[config.mk]
export PLATFORM = sky130hd
export DESIGN_NAME = dot_product_accumulator_flat
export DESIGN_NICKNAME = d
export VERILOG_FILES = /design/src/rtl/dot_product_accumulator_if.sv /design/src/rtl/dot_product_accumulator.sv /design/src/flat_wrapper.sv
export SDC_FILE = /design/constraint.sdc
export NUM_CORES = 1
export LEC_CHECK = 0
export CORE_MARGIN = 1
export CORE_UTILIZATION = 50
export DETAILED_ROUTE_END_ITERATION = 10
export GPL_ROUTABILITY_DRIVEN = 0
export GPL_TIMING_DRIVEN = 0
export PLACE_DENSITY = 0.78
export SYNTH_ARGS = -nofsm -noshare
export SYNTH_HDL_FRONTEND = slang
export SYNTH_SLANG_ARGS = --single-unit
[constraint.sdc]
create_clock -name CLK1 -period 2.45 [get_ports CLK1]
set_clock_uncertainty 0.05 [all_clocks]
set_input_delay 0.3675 -clock CLK1 [delete_from_list [all_inputs] [get_ports CLK1]]
set_output_delay 0.3675 -clock CLK1 [all_outputs]
set_load 0.01 [all_outputs]
[src/rtl/dot_product_accumulator_if.sv]
// Term/result handshake bundle between the multiplier
// side, the accumulator and the result consumer.
interface dot_product_accumulator_if #(
  parameter int ACC_W = 10
);
  logic             op_valid;
  logic             op_ready;
  logic [5:0]       P;
  logic             clear;
  logic [ACC_W-1:0] sum;
  logic             sum_valid;
  logic             sum_ready;
  logic [3:0]       term_cnt;
  logic             overflow;

  modport master (
    output op_valid, P, clear, sum_ready,
    input  op_ready, sum, sum_valid,
    input  term_cnt, overflow
  );

  modport slave (
    input  op_valid, P, clear, sum_ready,
    output op_ready, sum, sum_valid,
    output term_cnt, overflow
  );
endinterface

[src/rtl/dot_product_accumulator.sv]
// Accumulates multiplier products into a dot product,
// tracking term validity alongside the multiplier latency.
module dot_product_accumulator #(
  parameter int N_TERMS  = 4,
  parameter int MULT_LAT = 2,
  parameter int ACC_W    = 10
) (
  input  logic CLK1,
  input  logic RST1,
  dot_product_accumulator_if.slave bus
);
  typedef enum logic [1:0] {
    IDLE, ISSUE, DRAIN, DONE
  } state_e;

  localparam logic [3:0] N_LAST = 4'(N_TERMS);

  state_e              state_q, state_d;
  logic [MULT_LAT-1:0] pipe_q, pipe_d;
  logic [ACC_W-1:0]    acc_q, acc_d;
  logic [3:0]          issued_q, issued_d;
  logic [3:0]          term_cnt_q, term_cnt_d;
  logic                ovf_q, ovf_d;
  logic                live_q, live_d;

  logic             op_ready;
  logic             sum_valid;
  logic             accept;
  logic             add;
  logic             last_issue;
  logic             last_add;
  logic             carry;
  logic [ACC_W-1:0] acc_sum;

  // clear wins over both a new term and a landing product
  always_comb begin
    accept     = bus.op_valid & op_ready & ~bus.clear;
    add        = pipe_q[MULT_LAT-1]
               & (state_q != DONE)
               & ~bus.clear;
    last_issue = accept
               & ((issued_q + 4'd1) == N_LAST);
    last_add   = add
               & ((term_cnt_q + 4'd1) == N_LAST);
    {carry, acc_sum} = {1'b0, acc_q}
                     + {{(ACC_W-5){1'b0}}, bus.P};
  end

  always_ff @(posedge CLK1 or posedge RST1) begin
    if (RST1) begin
      state_q <= IDLE;
    end else begin
      state_q <= state_d;
    end
  end

  always_comb begin
    state_d = state_q;
    unique case (state_q)
      IDLE, ISSUE: begin
        if (accept)
          state_d = last_issue ? DRAIN : ISSUE;
      end
      DRAIN: begin
        if (last_add) state_d = DONE;
      end
      DONE: begin
        if (bus.sum_ready) state_d = IDLE;
      end
      default: state_d = IDLE;
    endcase
    if (bus.clear) state_d = IDLE;
  end

  // live_q keeps op_ready low until the first edge after reset
  always_comb begin
    op_ready  = live_q
              & ((state_q == IDLE) | (state_q == ISSUE));
    sum_valid = (state_q == DONE);
  end

  always_comb begin
    pipe_d     = MULT_LAT'({pipe_q, accept});
    acc_d      = acc_q;
    issued_d   = issued_q;
    term_cnt_d = term_cnt_q;
    ovf_d      = ovf_q;
    live_d     = 1'b1;
    if (accept) issued_d = issued_q + 4'd1;
    if (add) begin
      acc_d      = acc_sum;
      term_cnt_d = term_cnt_q + 4'd1;
      ovf_d      = ovf_q | carry;
    end
    if (bus.clear || (sum_valid && bus.sum_ready)) begin
      acc_d      = '0;
      issued_d   = '0;
      term_cnt_d = '0;
      ovf_d      = 1'b0;
    end
    if (bus.clear) pipe_d = '0;
  end

  always_ff @(posedge CLK1 or posedge RST1) begin
    if (RST1) begin
      pipe_q     <= '0;
      acc_q      <= '0;
      issued_q   <= '0;
      term_cnt_q <= '0;
      ovf_q      <= 1'b0;
      live_q     <= 1'b0;
    end else begin
      pipe_q     <= pipe_d;
      acc_q      <= acc_d;
      issued_q   <= issued_d;
      term_cnt_q <= term_cnt_d;
      ovf_q      <= ovf_d;
      live_q     <= live_d;
    end
  end

  assign bus.op_ready  = op_ready;
  assign bus.sum       = acc_q;
  assign bus.sum_valid = sum_valid;
  assign bus.term_cnt  = term_cnt_q;
  assign bus.overflow  = ovf_q;
endmodule

[src/flat_wrapper.sv]
// flat-port wrapper written by rule: the top's interface ports become plain ports
module dot_product_accumulator_flat 
#(
  parameter int N_TERMS  = 4,
  parameter int MULT_LAT = 2,
  parameter int ACC_W    = 10
)
  (CLK1, RST1, bus_op_valid, bus_P, bus_clear, bus_sum_ready, bus_op_ready, bus_sum, bus_sum_valid, bus_term_cnt, bus_overflow);
  dot_product_accumulator_if #(.ACC_W(ACC_W)) bus_i ();
  input  logic CLK1;
  input  logic RST1;
  input wire logic [$bits(bus_i.op_valid)-1:0] bus_op_valid;
  input wire logic [$bits(bus_i.P)-1:0] bus_P;
  input wire logic [$bits(bus_i.clear)-1:0] bus_clear;
  input wire logic [$bits(bus_i.sum_ready)-1:0] bus_sum_ready;
  output wire logic [$bits(bus_i.op_ready)-1:0] bus_op_ready;
  output wire logic [$bits(bus_i.sum)-1:0] bus_sum;
  output wire logic [$bits(bus_i.sum_valid)-1:0] bus_sum_valid;
  output wire logic [$bits(bus_i.term_cnt)-1:0] bus_term_cnt;
  output wire logic [$bits(bus_i.overflow)-1:0] bus_overflow;
  assign bus_i.op_valid = bus_op_valid;
  assign bus_i.P = bus_P;
  assign bus_i.clear = bus_clear;
  assign bus_i.sum_ready = bus_sum_ready;
  assign bus_op_ready = bus_i.op_ready;
  assign bus_sum = bus_i.sum;
  assign bus_sum_valid = bus_i.sum_valid;
  assign bus_term_cnt = bus_i.term_cnt;
  assign bus_overflow = bus_i.overflow;
  dot_product_accumulator #(.N_TERMS(N_TERMS), .MULT_LAT(MULT_LAT), .ACC_W(ACC_W)) u_core (.CLK1(CLK1), .RST1(RST1), .bus(bus_i));
endmodule
==> metrics.md <==
| Metric | Value |
|---|---|
| Util after Layout | 67.4% |
| Worst-Skew Late Latency | 0.32 ns |
| Peak supply drop | 0.374 mV |
| Hold Fails Final Rpt | 0 |
| WP data required | 2.64 ns |
| Crit Reg-Reg Startpoint | u_core.bus.sum[0] |
| Core Footprint | 2540 um^2 |
| Hold Crit Class | in -> reg |
| Largest net degree at the start of global routing | 25 |
| Inserted Diodes | 0 |
| Total grt overflow | 0 |
| Async SR Flop Fraction | 100% |
| Pwr dens | 421 nW/um^2 |
| H-tree Lvls | 1 |
| Area Overhead vs Synth | 24.2% |
| R2R Path End | u_core.bus.sum[8] |
| Worst path arrival time | 2.35 ns |
| CTS buffer count | 3 |
| Avg Vias per Cell | 5.63 |
| Post-cts sizing count | 0 |
| Num rows | 18 |
| Min-delay src | bus_clear |
| Vias post-DR | 1109 |
| Setup crit end kind | register |
| Post-Syn Area | 1380 um^2 |
| Synthesis Warnings | 0 |
| Crit path max fanout | 4 |
| Initial antenna violation count | 0 |
| Post-Layout Inst Area | 1720 um^2 |
| Hold endpoint | u_core.state_q[0] |
| Starting DRT DRC Count | 13 |
| Layout Nets | 189 |
| Launching element type of the critical path | input port |
| Post-Synthesis Cells | 137 |
| Slew at the pin closest to its max-slew limit | 0.908 ns |
| Synth Flop Type | dfrtp_1 |
| Distinct cells, synth | 44 |
| Die height | 54.6 um |
| Die X | 54.6 um |
| Max Slew Vio Count | 0 |
| R2r setup slk | 0.39 ns |
| Drt first pass iters | 4 |
| EDFF count, synth | 0 |
| Worst slew margin | 39.4% |
| Routed len/inst | 14.8 um |
| Maximum clock frequency | 463 MHz |
| Static leakage | 0.782 nW |
| Max-cap violations | 0 |
| CTS sink cnt | 24 |
| First-pass GRT wire length | 4.68 mm |
| FF+latch count, synth | 24 |
| Setup Viol. Count Final | 0 |
| RSZ-0062 raised after global routing | no |
| Post-CTS setup buffers | 0 |
| CTS clk-pin slew, worst paths | 0.13 ns |
| Total Routing Usage GR | 22.6% |
| HPWL Detailed | 2.13 mm |
| Final cycle utilization of the critical path | 88.1% |
| Bufs on Longest Clock Path | 2 |
| Port bufs | 26 |
| Crit Path Class | in -> reg |
| Pre-CTS WS | -0.0491 ns |
| Clock Tree Root | clkbuf_4 |
| Synthesized net count | 158 |
| CTS tree | yes |
| Initial Util | 54.3% |
| Worst hold path cell count | 2 |
| Routed WL | 2.92 mm |
| Vias in the first global route | 1104 |
| Detail Route Antenna Nets | 0 |
| Final worst setup slack | 0.292 ns |
| Dpl cell area | 1680 um^2 |
| Min cycle time layout | 2.16 ns |
| # hold bufs at CTS | 0 |
| # IOs | 28 |
| Syn_area_per_cell | 10.1 um^2 |
| DR DRC count | 0 |
| Status | completed |
| R2R depth | 7 |
| Die area | 2980 um^2 |
| Sequential element share of the synthesized area | 43.5% |
| Fill cell count | 209 |
| Share of cells above drive strength 1 | 8.38% |
| Final total power | 721 uW |
-- critical path: stages --
cell             delay, ns
clkdlybuf4s50_1       0.47
ha_1                  0.19
inv_1                 0.07
fa_1                  0.41
nor2b_1               0.18
o31ai_1               0.14
a211oi_1              0.31
mux2i_1               0.22
-- metal layers --
metal / GRT usage (%) / up-vias / wire [um]
li1: - / 555 / -
met1: 29.6 / 526 / 1410
met2: 37.4 / 22 / 1380
met3: 3.33 / 6 / 80
met4: 8.55 / 0 / 41
met5: 0 / - / 0
-- cell type report --
class                           count  area [um^2]  share of cell area (%)
Buffer                              3         17.5                    1.02
Sequential cell                    24          601                    35.0
Timing Repair Buffer               26          260                    15.2
Multi-Input combinational cell    103          737                    43.0
Clock buffer                        4         36.3                    2.12
Tap cell                           30         37.5                    2.19
Inverter                            7         26.3                    1.53
-- how the worst max path moves through the flow --
stage,from,end,slack (ns)
after floorplan,u_core.bus.sum[0],u_core.bus.overflow,0.57
after global placement,bus_P[0],u_core.bus.overflow,-0.04
after detailed placement,bus_P[0],u_core.bus.overflow,-0.05
after CTS,bus_P[0],u_core.bus.overflow,0.29
after global routing,bus_P[0],u_core.bus.sum[8],0.17
final,bus_P[0],u_core.bus.sum[8],0.29
-- cell usage in the layout, fill, tap and decap left out, types with 2 or more instances in the layout --
cell type and instances:
or2_2 2, nor2b_1 4, clkdlybuf4s50_1 26, a211oi_1 4, nand2_1 13, xor2_1 5, mux2i_1 5, o31ai_1 2
dfrtp_1 24, a21oi_1 6, clkbuf_4 3, nand3_1 2, nor2_1 9, o21ai_0 8, ha_1 9, o21a_1 4
nor4_1 2, clkbuf_2 2, inv_1 7, a22o_1 3
-- Yosys cell counts, drive strengths merged (2+ instances only) --
master	instances	area (um^2)
nor2	10	40.0
a211oi	4	30.0
nor2b	4	25.0
nor4	2	12.5
a21oi	6	30.0
o21ai	8	40.0
o21a	4	30.0
clkbuf	2	10.0
inv	7	26.3
nand3	2	10.0
o31ai	2	15.0
or2	2	12.5
dfrtp	24	601
nand2	13	48.8
mux2i	5	50.1
xor2	5	43.8
a2111oi	2	23.8
a21boi	2	18.8
ha	9	113
a22o	3	26.3
-- cell families (layout without fill, tap and decap cells) --
group / count (synthesis) / in the layout / share of synthesized area (%)
DFF: 24 / 24 / 43.5
adders and majority gates: 10 / 10 / 9.60
buffers and inverters: 10 / 40 / 3.17
other: 1 / 1 / 0.271
xor gates and xnor gates: 6 / 6 / 3.80
and+or+nand+nor: 43 / 43 / 16.1
AOI/OAI and AO/OA: 38 / 38 / 19.9
muxes: 5 / 5 / 3.62
-- flip-flops by register name, indices dropped and copies added (netlist names) --
name,flops
u_core.bus.overflow,1
u_core.bus.sum,10
u_core.bus.term_cnt,4
u_core.issued_q,4
u_core.live_q,1
u_core.pipe_q,2
u_core.state_q,2
-- where the power goes --
part	internal (mW)	total, mW	switching (mW)	leakage [nW]
Clock	0.0908	0.211	0.120	0.0210
Combinational	0.0462	0.0981	0.0519	0.431
Sequential	0.404	0.412	0.00815	0.330
-- metrics by stage --
step | setup TNS, ns | std cells | hold slack [ns]
after floorplan | 0 | 137 | 0.332
after global placement | -0.0437 | 193 | 0.396
after detailed placement | -0.115 | 193 | 0.423
after CTS | 0 | 197 | 0.262
after global routing | 0 | 197 | 0.262
final | 0 | 197 | 0.275
No activity file was read; power rests on OpenSTA's default activity.
